File: config.mk
export PLATFORM = sky130hd
export DESIGN_NAME = fifo_wr_arb
export DESIGN_NICKNAME = d
export VERILOG_FILES = /design/src/rtl/fifo_wr_arb.sv
export SDC_FILE = /design/constraint.sdc
export NUM_CORES = 1
export LEC_CHECK = 0
export CELL_PAD_IN_SITES_DETAIL_PLACEMENT = 0
export CELL_PAD_IN_SITES_GLOBAL_PLACEMENT = 1
export CORE_MARGIN = 3
export CORE_UTILIZATION = 24
export DETAILED_ROUTE_END_ITERATION = 16
export GPL_TIMING_DRIVEN = 0
export PLACE_DENSITY_LB_ADDON = 0.1
export SLEW_MARGIN = 20
export SYNTH_ARGS = -nofsm -noshare
export SYNTH_HDL_FRONTEND = slang
export SYNTH_SLANG_ARGS = --single-unit
File: constraint.sdc
create_clock -name clk -period 1.85 [get_ports clk]
set_input_delay 0.4625 -clock clk [delete_from_list [all_inputs] [get_ports clk]]
set_output_delay 0.4625 -clock clk [all_outputs]
set_load 0.05 [all_outputs]
File: src/rtl/fifo_wr_arb.sv
// Round-robin write arbiter: N_REQ requesters share one downstream FIFO write port,
// with bounded bursts, a one-cycle bubble between grants, and stall on fifo_full.
`timescale 1ns/1ps
module fifo_wr_arb #(
    parameter int N_REQ     = 4,
    parameter int DW        = 8,
    parameter int MAX_BURST = 4
) (
    input  logic                clk,
    input  logic                rst,
    input  logic [N_REQ-1:0]    req,
    input  logic [N_REQ*DW-1:0] req_data,
    output logic [N_REQ-1:0]    ack,
    input  logic                fifo_full,
    output logic                fifo_wt_en,
    output logic [DW-1:0]       fifo_din,
    output logic [1:0]          gnt_id,
    output logic                busy,
    output logic                stall
);

    typedef enum logic {IDLE, GRANT} state_t;

    state_t     state;
    logic [1:0] owner;
    logic [1:0] rr_ptr;
    logic [3:0] beat_ct;
    logic [1:0] pick;
    logic       owner_req;
    logic       accept;

    // First requester at or above rr_ptr, wrapping modulo N_REQ.
    always_comb begin
        logic found;
        logic [1:0] idx;
        pick  = rr_ptr;
        found = 1'b0;
        idx   = '0;
        for (int unsigned k = 0; k < N_REQ; k++) begin
            idx = 2'((32'(rr_ptr) + k) % N_REQ);
            if (!found && req[idx]) begin
                pick  = idx;
                found = 1'b1;
            end
        end
    end

    assign owner_req = req[owner];
    assign accept    = (state == GRANT) && owner_req && !fifo_full;

    always_comb begin
        ack        = '0;
        ack[owner] = accept;
        fifo_wt_en = accept;
        stall      = (state == GRANT) && owner_req && fifo_full;
        fifo_din   = (state == GRANT) ? req_data[32'(owner)*DW +: DW] : '0;
    end

    assign gnt_id = owner;
    assign busy   = (state == GRANT);

    always_ff @(posedge clk or negedge rst) begin
        if (!rst) begin
            state   <= IDLE;
            owner   <= '0;
            rr_ptr  <= '0;
            beat_ct <= '0;
        end else begin
            case (state)
                IDLE: begin
                    if (|req) begin
                        owner   <= pick;
                        beat_ct <= '0;
                        state   <= GRANT;
                    end
                end
                GRANT: begin
                    if (!owner_req) begin
                        state  <= IDLE;
                        rr_ptr <= owner + 2'd1;
                    end else if (!fifo_full) begin
                        beat_ct <= beat_ct + 4'd1;
                        if (beat_ct == 4'(MAX_BURST - 1)) begin
                            state  <= IDLE;
                            rr_ptr <= owner + 2'd1;
                        end
                    end
                end
                default: state <= IDLE;
            endcase
        end
    end

endmodule

* After elaboration in Yosys (flattened, before gate mapping)
Index checks and enable logic that the tools add are counted.
** Operators by class
- Add/sub/neg operators :: 5
- $lt $le $gt $ge :: 6
- Equality and inequality tests :: 6
- Shifts and indexed selects :: 1
- Multiplexer cells :: 31
- Bitwise operators :: 2
- Reductions and logical operators :: 15
** Operators by type and width (number)
- indexed part select 32 x 6 -> 8 bit :: 1
- less-than comparator 2 x 3 -> 1 bit (second input constant) :: 5
- 2-to-1 mux 1 bit :: 13
- 2-to-1 mux 2 bit :: 6
- 2-to-1 mux 4 bit :: 3
- binary-select mux 1 bit (select 2 bit) :: 5
- 2-to-1 mux 8 bit :: 1
- one-hot mux 4 bit (2 select lines) :: 1
- logical AND 1 bit :: 7
- inequality test 2 bit (second input constant) :: 3
- AND reduction 3 bit :: 2
- adder 2 x 1 -> 2 bit (second input constant) :: 2
- adder 2 bit (second input constant) :: 2
- adder 4 x 1 -> 4 bit (second input constant) :: 1
- bitwise AND 4 bit :: 1
- equality test 4 x 2 -> 1 bit (second input constant) :: 1
- logical NOT 1 bit :: 4
- inequality test 2 x 1 -> 1 bit (second input constant) :: 2
- OR reduction 4 bit :: 1
- demux 1 bit (select 2 bit) :: 1
- >= comparator 2 x 1 -> 1 bit (second input constant) :: 1
- one-hot mux 1 bit (2 select lines) :: 1
- AND reduction 2 bit :: 1
- inverter 1 bit :: 1
** Word-level totals
- Register bits :: 9
- Bits of input ports :: 39
- Logic and storage cells :: 70

* Depth between registers and ports, before layout
Gate-level depths: netlist (run 1).
- Depth after elaboration :: 12
- Mapped depth :: 6
- Depth with buffers taken out :: 5

* Least setup slack after synthesis (run 1)
Ideal clock, no wire load.
- Path type :: flip-flop to output port
- Start :: register owner[0], in the netlist gnt_id[0]
- End :: output ack[0]
- Arrival time :: 2.111 ns
- Required time :: 1.387 ns
- Setup slack :: -0.724 ns
- Cell stages (with the launch flop) :: 6
- Buffers on the path :: 2
- Path through :: dfrtp_1 buf_4 buf_6 nand3b_2 o2bb2ai_4 and2_1
** On the way
- Longest elaborated chain between the ends :: 5
- Elaborated cells on any way between the ends :: 10
** Ends and longest elaborated chain
- from (decl) :: RTL line 25 : logic [1:0] owner;
- from (signal assigned) :: RTL line 72 : owner <= pick;
- binary-select mux 1 bit (select 2 bit) :: RTL line 48 : assign owner_req = req[owner];
- 2-to-1 mux 1 bit (implied by the code) :: RTL line 48
- logical AND 1 bit (2 in series) :: RTL line 49 : assign accept = (state == GRANT) && owner_req && !fifo_full;
- named net fifo_wt_en :: RTL line 15 : output logic fifo_wt_en,
- bitwise AND 4 bit (no line)
- to (decl) :: RTL line 13 : output logic [N_REQ-1:0] ack,
The timed path passes the listed nets, and every way through them passes these cells. The select of a mux whose other input is x is not followed.

* Final worst setup path (run 1)
- Start :: input req_data[26]
- End :: output fifo_din[2]
** On the way
- Longest elaborated chain between the ends :: 2
** Ends and longest elaborated chain
- from (decl) :: RTL line 12 : input logic [N_REQ*DW-1:0] req_data,
- indexed part select 32 x 6 -> 8 bit :: RTL line 56 : fifo_din = (state == GRANT) ? req_data[32'(owner)*DW +: DW] : '0;
- 2-to-1 mux 8 bit :: RTL line 56
- to (decl) :: RTL line 16 : output logic [DW-1:0] fifo_din,
Every way passes these cells.

==> flow_metrics.py, run 1 <==
metrics = {
    "setup_path": {
        "setup.worst_path.end_class": "primary output",
        "worstPathArrival_ps": 1640,
        "worst-setup-path-type": "in2out",
        "timing.critical_path.buf_inv": 2,
        "reg2reg_from": "beat_ct[0]$_DFFE_PN0P_",
        "cp-start-kind": "input port",
        "slowest_stage": "sky130_fd_sc_hd__mux4_2",
        "worst-path-max-fanout": 1,
        "worstPathCellList": "clkdlybuf4s50_1, mux4_2, and2_4, buf_6",
        "timing.critical_path.to": "fifo_din[2]",
        "critPathRequiredTime_ps": 1390,
        "worstSetupStartpoint": "req_data[26]",
        "ff2ff_setup_slack_ps": 210,
        "critical_path.reg2reg.endpoint": "rr_ptr[1]$_DFFE_PN0P_",
        "critical_path_cell_count": 4,
        "slowest_delay_ps": 460,
        "worst_r2r_path_depth": 5,
        "worst_path_dominant_cell_family": "buffers and inverters",
    },
    "floorplan": {
        "design.die.area_um2": 4600,
        "starting_density_of_the_core": 0.262,
        "floorplan.rows": 21,
        "die_h_um": 67.8,
        "core_area_um2": 3490,
        "fp.dieW_um": 67.8,
        "io_pins": 56,
    },
    "detailed_routing": {
        "detail_route.first_pass.iterations": 3,
        "detailroute.via_count": 924,
        "wl_per_cell_um": 13.4,
        "first_iter_violations": 10,
        "detail_route.drc_violations": 0,
        "antenna_violating_nets_post_route": 0,
        "postRouteWirelength_mm": 2.70,
        "vias_per_cell": 4.57,
    },
    "logic_synthesis": {
        "top_count_cell_post_synth": "sky130_fd_sc_hd__and2_1",
        "syn_nets": 132,
        "synth_top_area_cell": "sky130_fd_sc_hd__dfrtp_1",
        "netlist_area_um2": 917,
        "synth-edff-count": 0,
        "yosys_register_bits": 9,
        "synth_top_cells_by_area": "sky130_fd_sc_hd__dfrtp_1 25%, sky130_fd_sc_hd__mux4_2 20%, sky130_fd_sc_hd__and2_1 8.2%",
        "synth-seq-area-share": 0.246,
        "syn_area_per_cell_um2": 10.4,
        "yosys_synthesis_warning_count": 0,
        "async_flop_share": 1.00,
        "post_synth_num_cell_types": 31,
        "synth_ff_type": "sky130_fd_sc_hd__dfrtp_1",
        "synth_largest_type_area_fraction": 0.246,
        "gate_count_after_technology_mapping": 88,
        "synthTopCellsByCount": "12 x sky130_fd_sc_hd__and2_1, 11 x sky130_fd_sc_hd__nand2_1, 9 x sky130_fd_sc_hd__dfrtp_1",
    },
    "cells_and_area": {
        "final-instance-count-excl-fill": 202,
        "n_antenna_cell": 0,
        "growth_of_design_area_from_synthesis_to_finish_pct": 95.5,
        "layout.core_utilization": 0.513,
        "layout-drive-gt1-share": 0.397,
        "layout.nets": 201,
    },
    "clocking": {
        "clock_sinks": 9,
        "h_tree_levels": 1,
        "ctsLongestPathBuffers": 2,
        "numCtsBuffers": 3,
        "clock_latency_ps": 230,
        "tritoncts": "built",
        "cts_root_buf": "sky130_fd_sc_hd__clkbuf_8",
        "cts.reportedPaths.clkPinSlew_ps": 40,
    },
    "timing": {
        "layout_worst_path_cycle_share": 1.13,
        "post-route-min-period_ps": 2100,
        "setup_ws_ps": -248,
        "timing_hold_violations_final": 0,
        "top_achievable_clock_speed_mhz": 477,
        "final_max_slew_viol_count": 0,
        "setup_viol_count_final": 14,
        "max-slew-margin-rel": 0.493,
        "grt_setup_unrepaired": "true",
        "fin_skew_ps": 2.25,
        "worst_slew_pin_slew_ps": 752,
        "worst_hold_slack_ps": 474,
    },
    "worst_hold_path": {
        "timing.hold.worst.class": "reg2reg",
    },
    "grt": {
        "grt_max_degree": 11,
        "first_global_vias": 895,
        "grt_pass1_wl_mm": 4.11,
        "initial_antenna_violation_count": 0,
        "globalRoute.totalOverflow": 0,
        "grt_use_total": 0.118,
    },
    "run_status": {
        "failing_checks": "negative setup slack",
        "run_status": "finished with violations",
    },
    "power_and_ir_drop": {
        "max-vdd-ir-drop_v": 0.000659,
        "power.density_nw_per_um2": 1590,
        "cellLeakagePower_nw": 0.796,
    },
    "run": {
        "maxCapViolCount": 0,
    },
    "placement": {
        "gpl.final_weighted_congestion": 0.752,
        "place.detailed.instances": 189,
        "placement.setup.worst_slack_ps": -1230,
        "hpwlAfterDp_mm": 2.17,
        "port_buffers": 55,
    },
}
worst min path at each step:
stage | startpoint | depth (start not counted) | slack, ps | endpoint
2_1_floorplan | rst | 0 | 170 | beat_ct[0]$_DFFE_PN0P_
5_1_grt | beat_ct[3]$_DFFE_PN0P_ | 1 | 510 | beat_ct[3]$_DFFE_PN0P_
3_3_place_gp | beat_ct[3]$_DFFE_PN0P_ | 1 | 460 | beat_ct[3]$_DFFE_PN0P_
6_report | beat_ct[3]$_DFFE_PN0P_ | 1 | 470 | beat_ct[3]$_DFFE_PN0P_
3_5_place_dp | beat_ct[3]$_DFFE_PN0P_ | 1 | 470 | beat_ct[3]$_DFFE_PN0P_
4_1_cts | beat_ct[3]$_DFFE_PN0P_ | 1 | 480 | beat_ct[3]$_DFFE_PN0P_
final cells by class:
type	count	area, um^2
Fill cell	318	1700
Multi-Input combinational cell	70	711
Timing Repair Buffer	64	681
Sequential cell	9	229
Tap cell	46	57.6
Buffer	4	51.3
Clock buffer	4	45.0
Inverter	5	18.8
repair_timing:
item                       4_1_cts  5_1_grt
pin swaps                        7        2
hold buffers                     0        0
gates resized for setup        125        4
setup endpoints to repair       22       14
setup buffers                    7        2
power breakdown:
part           total, W  switching [W]  internal (W)
Combinational   0.00225        0.00115       0.00110
Sequential     0.000386       0.000105      0.000281
Clock          0.000218      0.0000691      0.000149
Total           0.00286        0.00133       0.00153
layer usage:
metal | up-vias | track usage | part of all wire
li1 | 455 | - | -
met1 | 440 | 0.154 | 0.43
met2 | 27 | 0.202 | 0.50
met3 | 2 | 0.0328 | 0.064
met4 | 0 | 0.0149 | 0.0044
met5 | - | 0 | 0
sequential cells by signal, indices dropped and copies added, names as in the netlist:
signal,flops
gnt_id,2
rr_ptr,2
busy,1
beat_ct,4
cell families after synthesis:
logic type | count (synthesis) | share of synthesized area
adder cells (fa/ha/maj) | 5 | 0.0682
multiplexers | 15 | 0.280
AO/OA/AOI/OAI | 12 | 0.124
buffers and inverters | 9 | 0.0505
AND/OR/NAND/NOR | 38 | 0.232
flip-flops | 9 | 0.246
through the flow:
| step | setup TNS, ps | cell area, um^2 | total power (W) |
|---|---|---|---|
| 5_1_grt | -3880 | 1790 | 0.00305 |
| 3_3_place_gp | -15270 | 1580 | 0.00232 |
| 3_5_place_dp | -15740 | 1580 | 0.00234 |
| 4_1_cts | -3130 | 1760 | 0.00285 |
| 6_report | -3050 | 1790 | 0.00286 |
| 2_1_floorplan | -2020 | 975 | 0.00177 |
cells in the final DEF (no fill, tap or decap), types with 2 or more instances in the layout:
| cell type | n |
|---|---|
| sky130_fd_sc_hd__dfrtp_2 | 3 |
| sky130_fd_sc_hd__o21ai_0 | 4 |
| sky130_fd_sc_hd__buf_6 | 9 |
| sky130_fd_sc_hd__ha_1 | 5 |
| sky130_fd_sc_hd__buf_4 | 6 |
| sky130_fd_sc_hd__buf_8 | 8 |
| sky130_fd_sc_hd__and2_4 | 12 |
| sky130_fd_sc_hd__dfrtp_1 | 6 |
| sky130_fd_sc_hd__dlygate4sd2_1 | 10 |
| sky130_fd_sc_hd__inv_1 | 5 |
| sky130_fd_sc_hd__nor3_1 | 2 |
| sky130_fd_sc_hd__nand2_1 | 11 |
| sky130_fd_sc_hd__clkdlybuf4s15_1 | 2 |
| sky130_fd_sc_hd__nor2_1 | 4 |
| sky130_fd_sc_hd__mux4_2 | 8 |
| sky130_fd_sc_hd__clkbuf_8 | 3 |
| sky130_fd_sc_hd__mux2i_1 | 4 |
| sky130_fd_sc_hd__clkdlybuf4s50_1 | 28 |
| sky130_fd_sc_hd__buf_12 | 3 |
| sky130_fd_sc_hd__nor2b_1 | 2 |
No activity file was read; power rests on OpenSTA's default activity.
==> run 2: changes to the inputs <==
--- a/config.mk
+++ b/config.mk
@@ -7,7 +7,7 @@
 export LEC_CHECK = 0
 export CELL_PAD_IN_SITES_DETAIL_PLACEMENT = 0
 export CELL_PAD_IN_SITES_GLOBAL_PLACEMENT = 1
-export CORE_MARGIN = 3
+export CORE_MARGIN = 1
 export CORE_UTILIZATION = 24
 export DETAILED_ROUTE_END_ITERATION = 16
 export GPL_TIMING_DRIVEN = 0
==> run 2 against run 1 <==
Compared with the run above:
- the run still ends with negative setup slack left
- maximum frequency is 1.2% lower
- register-to-register slack hardly changed
- critical path depth stayed put
- non-clock buffer count is 2 higher
- first-iteration DRC count is 10% lower
- critical path type unchanged
- largest power group unchanged
==> flow_metrics.py, run 2 (same netlist as run 1, synthesis figures left out) <==
metrics = {
    "worst_hold_path": {
        "worst_hold_path.num_cells": 1,
        "timing.hold.worst.class": "reg2reg",
    },
    "power_and_ir_drop": {
        "sequentialPowerShare": 0.136,
        "max-vdd-ir-drop_v": 0.000580,
        "power_w": 0.00288,
        "pwr-share-comb": 0.785,
        "power_report.internal_total_w": 0.00153,
        "power.share.clock": 0.079,
        "cellLeakagePower_nw": 0.800,
        "sw_frac_of_total": 0.469,
        "net-switching-power_w": 0.00135,
        "power.density_nw_per_um2": 1610,
    },
    "timing": {
        "post-route-min-period_ps": 2120,
        "max-slew-margin-rel": 0.503,
        "top_achievable_clock_speed_mhz": 471,
        "fin_skew_ps": 2.00,
        "setup_ws_ps": -274,
        "layout_worst_path_cycle_share": 1.15,
        "timing_hold_violations_final": 0,
        "setup_viol_count_final": 14,
        "worst_slew_pin_slew_ps": 737,
        "final_max_slew_viol_count": 0,
        "grt_setup_unrepaired": "true",
        "worst_hold_slack_ps": 473,
    },
    "run_status": {
        "failing_checks": "negative setup slack",
        "run_status": "finished with violations",
    },
    "clocking": {
        "cts-hold-fix-buffers": 0,
        "h_tree_levels": 1,
        "ctsLongestPathBuffers": 2,
        "clock_latency_ps": 230,
        "tritoncts": "built",
        "cts_root_buf": "sky130_fd_sc_hd__clkbuf_8",
        "clock_sinks": 9,
        "numCtsBuffers": 3,
        "cts.reportedPaths.clkPinSlew_ps": 40,
    },
    "cells_and_area": {
        "layout_commonest_cell": "sky130_fd_sc_hd__clkdlybuf4s50_1",
        "layout.nets": 203,
        "leading_cell_types_in_the_layout_fill_and_taps_excluded": "24 x sky130_fd_sc_hd__clkdlybuf4s50_1, 16 x sky130_fd_sc_hd__dlygate4sd2_1, 12 x sky130_fd_sc_hd__and2_4",
        "largest_reg_flops": 4,
        "n_antenna_cell": 0,
        "top_register": "beat_ct",
        "regArea_um2": 229,
        "growth_of_design_area_from_synthesis_to_finish_pct": 94.5,
        "num-fill-cells": 349,
        "multi_input_area_um2": 711,
        "layout-drive-gt1-share": 0.405,
    },
    "detailed_routing": {
        "antenna_violating_nets_post_route": 0,
        "first_iter_violations": 9,
        "detail_route.first_pass.iterations": 4,
        "postRouteWirelength_mm": 2.69,
        "wl_per_cell_um": 13.0,
        "vias_per_cell": 4.50,
        "detail_route.drc_violations": 0,
        "detailroute.via_count": 926,
    },
    "placement": {
        "hpwlAfterDp_mm": 2.00,
        "gpl.final_weighted_congestion": 0.826,
        "port_buffers": 55,
    },
    "floorplan": {
        "io_pins": 56,
        "floorplan.rows": 22,
        "die_h_um": 63.8,
        "design.die.area_um2": 4070,
        "starting_density_of_the_core": 0.251,
        "core_area_um2": 3660,
        "fp.dieW_um": 63.8,
    },
    "grt": {
        "grt_max_degree": 11,
        "globalRoute.totalOverflow": 0,
        "grt_pass1_wl_mm": 4.44,
        "initial_antenna_violation_count": 0,
        "first_global_vias": 919,
        "grt_use_total": 0.141,
    },
    "setup_path": {
        "worst_r2r_path_depth": 5,
        "worstPathArrival_ps": 1660,
        "setup.worst_path.end_class": "primary output",
        "worst-setup-path-type": "in2out",
        "worst-path-max-fanout": 1,
        "critical_path_cell_count": 4,
        "timing.critical_path.buf_inv": 2,
        "worst_path_dominant_cell_family": "buffers and inverters",
        "cp-start-kind": "input port",
        "slowest_stage": "sky130_fd_sc_hd__mux4_2",
        "ff2ff_setup_slack_ps": 220,
        "critPathRequiredTime_ps": 1390,
        "slowest_delay_ps": 470,
        "worstPathCellList": "clkdlybuf4s50_1, mux4_2, and2_4, buf_6",
    },
    "run": {
        "maxCapViolCount": 0,
    },
}
==> run 2: timing repair <==
action,CTS,global route
buffers inserted,8,3
gates resized for setup,129,2
endpoints found under the setup margin,18,14
pin swaps,3,3
==> run 2: through the flow <==
| step | worst slack, ps | setup TNS [ps] | std cells | util | area (um^2) |
|---|---|---|---|---|---|
| after floorplan | -302 | -2020 | 88 | - | 975 |
| final | -274 | -3320 | 206 | 0.487 | 1780 |
| after global placement | -1200 | -14960 | 191 | 0.433 | 1590 |
| after global routing | -324 | -4250 | 206 | 0.487 | 1780 |
| after CTS | -275 | -3280 | 203 | 0.479 | 1750 |
| after detailed placement | -1220 | -15200 | 191 | 0.433 | 1590 |
==> run 2: layout make-up <==
type,instances,area share
Multi-Input combinational cell,70,0.398
Timing Repair Buffer,66,0.375
Sequential cell,9,0.128
Tap cell,48,0.0337
Buffer,4,0.0288
Clock buffer,4,0.0252
Inverter,5,0.0105
==> run 2: path summary, 6_finish.rpt <==
| path | end | start |
|---|---|---|
| worst max register to register | rr_ptr[1]$_DFFE_PN0P_ | gnt_id[0]$_DFFE_PN0P_ |
| worst min register to register | beat_ct[3]$_DFFE_PN0P_ | beat_ct[3]$_DFFE_PN0P_ |
| worst min-delay path | beat_ct[3]$_DFFE_PN0P_ | beat_ct[3]$_DFFE_PN0P_ |
| max in group asynchronous | busy$_DFF_PN0_ | rst |
| worst max-delay path | fifo_din[3] | req_data[27] |
| min in group asynchronous | rr_ptr[0]$_DFFE_PN0P_ | rst |
==> run 2: metal layers <==
| metal | track usage | share of wire | vias to the layer above |
|---|---|---|---|
| li1 | - | - | 458 |
| met1 | 0.193 | 0.46 | 433 |
| met2 | 0.223 | 0.48 | 33 |
| met3 | 0.0286 | 0.054 | 2 |
| met4 | 0.0426 | 0.0037 | 0 |
| met5 | 0 | 0 | - |
==> run 2: power by group through the flow <==
stage	clock network (W)	registers, W	logic [W]
6_report	0.000227	0.000392	0.00226
5_1_grt	0.000250	0.000409	0.00240
4_1_cts	0.000232	0.000390	0.00222
3_5_place_dp	0	0.000393	0.00193
3_3_place_gp	0	0.000386	0.00192
2_1_floorplan	0	0.000473	0.00129
==> run 2: worst register-to-register path, stage by stage (launching register included) <==
cell and delay, ps:
sky130_fd_sc_hd__dfrtp_2 410, sky130_fd_sc_hd__buf_8 140, sky130_fd_sc_hd__buf_12 130, sky130_fd_sc_hd__buf_4 160, sky130_fd_sc_hd__a311oi_2 320, sky130_fd_sc_hd__mux2_1 360
==> run 3: changes to the inputs <==
--- a/config.mk
+++ b/config.mk
@@ -7,10 +7,11 @@
 export LEC_CHECK = 0
 export CELL_PAD_IN_SITES_DETAIL_PLACEMENT = 0
 export CELL_PAD_IN_SITES_GLOBAL_PLACEMENT = 1
-export CORE_MARGIN = 1
+export CORE_MARGIN = 4
 export CORE_UTILIZATION = 24
 export DETAILED_ROUTE_END_ITERATION = 16
 export GPL_TIMING_DRIVEN = 0
+export MAX_ROUTING_LAYER = met4
 export PLACE_DENSITY_LB_ADDON = 0.1
 export SLEW_MARGIN = 20
 export SYNTH_ARGS = -nofsm -noshare
==> run 3 against run 2 <==
Compared with the run above:
- count of clock-buffer cells in the layout unchanged
- sequential share of layout area decreased by 0.063 points
- worst hold slack improved by 21 ps
- critical path depth increased by 1
- the flow still finishes with violations (negative setup slack)
- power increased by 0.12%
- die area increased by 20%
- combinational power about the same
- flip-flop and latch count unchanged
- non-clock buffer count decreased by 1
- largest power group unchanged
==> flow_metrics.py, run 3 (same netlist as run 1, synthesis figures left out) <==
metrics = {
    "timing": {
        "timing_hold_violations_final": 0,
        "top_achievable_clock_speed_mhz": 475,
        "layout_worst_path_cycle_share": 1.14,
        "grt_setup_unrepaired": "true",
        "max-slew-margin-rel": 0.464,
        "fin_skew_ps": 1.43,
        "post-route-min-period_ps": 2110,
        "worst_slew_pin_slew_ps": 795,
        "setup_viol_count_final": 14,
        "final_max_slew_viol_count": 0,
        "tns_ps": -3040,
        "setup_ws_ps": -256,
    },
    "power_and_ir_drop": {
        "power.share.clock": 0.076,
        "power_report.internal_total_w": 0.00154,
        "sequentialPowerShare": 0.133,
        "sw_frac_of_total": 0.464,
        "cellLeakagePower_nw": 0.791,
        "max-vdd-ir-drop_v": 0.000675,
        "pwr-share-comb": 0.791,
        "power.density_nw_per_um2": 1610,
        "net-switching-power_w": 0.00134,
    },
    "setup_path": {
        "setup.worst_path.end_class": "primary output",
        "crit_path_frequent_cell": "sky130_fd_sc_hd__buf_8",
        "slowest_stage": "sky130_fd_sc_hd__mux4_2",
        "critPathRequiredTime_ps": 1390,
        "timing.critical_path.buf_inv": 3,
        "worstPathArrival_ps": 1640,
        "worst_path_dominant_cell_family": "multiplexers",
        "cp-start-kind": "flop",
        "worstPathCellList": "buf_8, buf_12, mux4_2, and2_4, buf_8",
        "worst-path-max-fanout": 6,
        "slowest_delay_ps": 480,
        "worst-setup-path-type": "reg2out",
    },
    "clocking": {
        "clock_sinks": 9,
        "numCtsBuffers": 3,
        "tritoncts": "built",
        "h_tree_levels": 1,
        "ctsLongestPathBuffers": 2,
        "clock_latency_ps": 230,
        "cts_root_buf": "sky130_fd_sc_hd__clkbuf_8",
        "cts.reportedPaths.clkPinSlew_ps": 40,
    },
    "detailed_routing": {
        "wl_per_cell_um": 14.1,
        "detail_route.drc_violations": 0,
        "first_iter_violations": 28,
        "postRouteWirelength_mm": 2.89,
        "vias_per_cell": 4.56,
        "antenna_violating_nets_post_route": 0,
        "detailroute.via_count": 935,
        "detail_route.first_pass.iterations": 4,
    },
    "cells_and_area": {
        "leading_cell_types_in_the_layout_fill_and_taps_excluded": "30 x sky130_fd_sc_hd__clkdlybuf4s50_1, 12 x sky130_fd_sc_hd__and2_4, 11 x sky130_fd_sc_hd__nand2_1, 11 x sky130_fd_sc_hd__dlygate4sd2_1, 10 x sky130_fd_sc_hd__buf_8",
        "layout.nets": 202,
        "n_antenna_cell": 0,
        "largest_reg_flops": 4,
        "layout-drive-gt1-share": 0.401,
        "layout_commonest_cell": "sky130_fd_sc_hd__clkdlybuf4s50_1",
        "growth_of_design_area_from_synthesis_to_finish_pct": 95.5,
        "top_register": "beat_ct",
    },
    "grt": {
        "grt_max_degree": 11,
        "gr-usage-met2": 0.225,
        "met3_usage": 0.0203,
        "grt.met1_usage": 0.142,
        "grt_most_used_layer": "met2",
        "globalRoute.totalOverflow": 0,
        "grt_use_total": 0.125,
        "grt_pass1_wl_mm": 4.84,
        "initial_antenna_violation_count": 0,
        "first_global_vias": 999,
    },
    "placement": {
        "gpl.final_weighted_congestion": 0.759,
        "hpwlAfterDp_mm": 2.23,
        "port_buffers": 55,
        "placement.setup.worst_slack_ps": -1210,
    },
    "floorplan": {
        "starting_density_of_the_core": 0.249,
        "design.die.area_um2": 4870,
        "floorplan.rows": 22,
        "io_pins": 56,
        "fp.dieW_um": 69.8,
        "die_h_um": 69.8,
        "core_area_um2": 3690,
    },
    "run": {
        "maxCapViolCount": 0,
    },
    "run_status": {
        "failing_checks": "negative setup slack",
        "run_status": "finished with violations",
    },
    "worst_hold_path": {
        "timing.hold.worst.class": "reg2reg",
    },
}
run 3: cell types whose count changed in the layout (fill, tap and decap cells not counted), sizes merged:
| cell | change |
|---|---|
| clkdlybuf4s50 | +6 |
| dlygate4sd2 | -5 |
| buf | -1 |
| clkdlybuf4s15 | -1 |
run 3: cell type report:
cell class	count	area [um^2]
plain buffers	4	47.5
fillers	361	1900
clock buffers	4	45.0
inverters	5	18.8
repair buffers	65	688
multi-input cells	70	704
well taps	48	60.1
flip-flops and latches	9	229
run 3: power groups by stage:
stage | registers, W | clock network (W) | logic (W)
final | 0.000382 | 0.000220 | 0.00228
after global routing | 0.000399 | 0.000239 | 0.00241
after CTS | 0.000383 | 0.000228 | 0.00228
after detailed placement | 0.000387 | 0 | 0.00195
after global placement | 0.000383 | 0 | 0.00194
after floorplan | 0.000473 | 0 | 0.00129
run 3: final timing paths:
| kind | cells past startpoint | slack (ps) | to | start |
|---|---|---|---|---|
| max in group asynchronous | 1 | 990 | gnt_id[1]$_DFFE_PN0P_ | rst |
| min in group asynchronous | 1 | 540 | beat_ct[0]$_DFFE_PN0P_ | rst |
| setup / recovery | 5 | -260 | fifo_din[0] | gnt_id[0]$_DFFE_PN0P_ |
| hold reg to reg | 1 | 490 | beat_ct[3]$_DFFE_PN0P_ | beat_ct[3]$_DFFE_PN0P_ |
| hold / removal | 1 | 490 | beat_ct[3]$_DFFE_PN0P_ | beat_ct[3]$_DFFE_PN0P_ |
| setup reg to reg | 5 | 220 | rr_ptr[1]$_DFFE_PN0P_ | gnt_id[0]$_DFFE_PN0P_ |
run 3: timing repair:
action,CTS,global route
hold endpoints to repair,0,0
hold buffers,0,0
gates resized for setup,121,3
setup endpoints to repair,25,14
buffers inserted,10,0
pin swaps,6,2
run 3: layer usage:
layer	routed length, um	vias to the layer above
met5	0	-
met3	200	2
li1	-	456
met1	1200	442
met2	1470	35
met4	19	0
run 3: through the flow:
| step | hold WS (ps) | area, um^2 | total power (W) | std cells | utilization |
|---|---|---|---|---|---|
| after detailed placement | 501 | 1590 | 0.00233 | 191 | 0.430 |
| after CTS | 507 | 1780 | 0.00289 | 205 | 0.483 |
| after floorplan | 167 | 975 | 0.00177 | 88 | - |
| after global routing | 515 | 1790 | 0.00305 | 205 | 0.486 |
| final | 494 | 1790 | 0.00288 | 205 | 0.486 |
| after global placement | 465 | 1590 | 0.00232 | 191 | 0.430 |
run 3: worst register-to-register path: cells and delay by family, from the launching register on:
kind                   cells  cell delay [ps]
buffers and inverters      3              420
flip-flops                 1              410
multiplexers               1              350
AO/OA/AOI/OAI              1              330
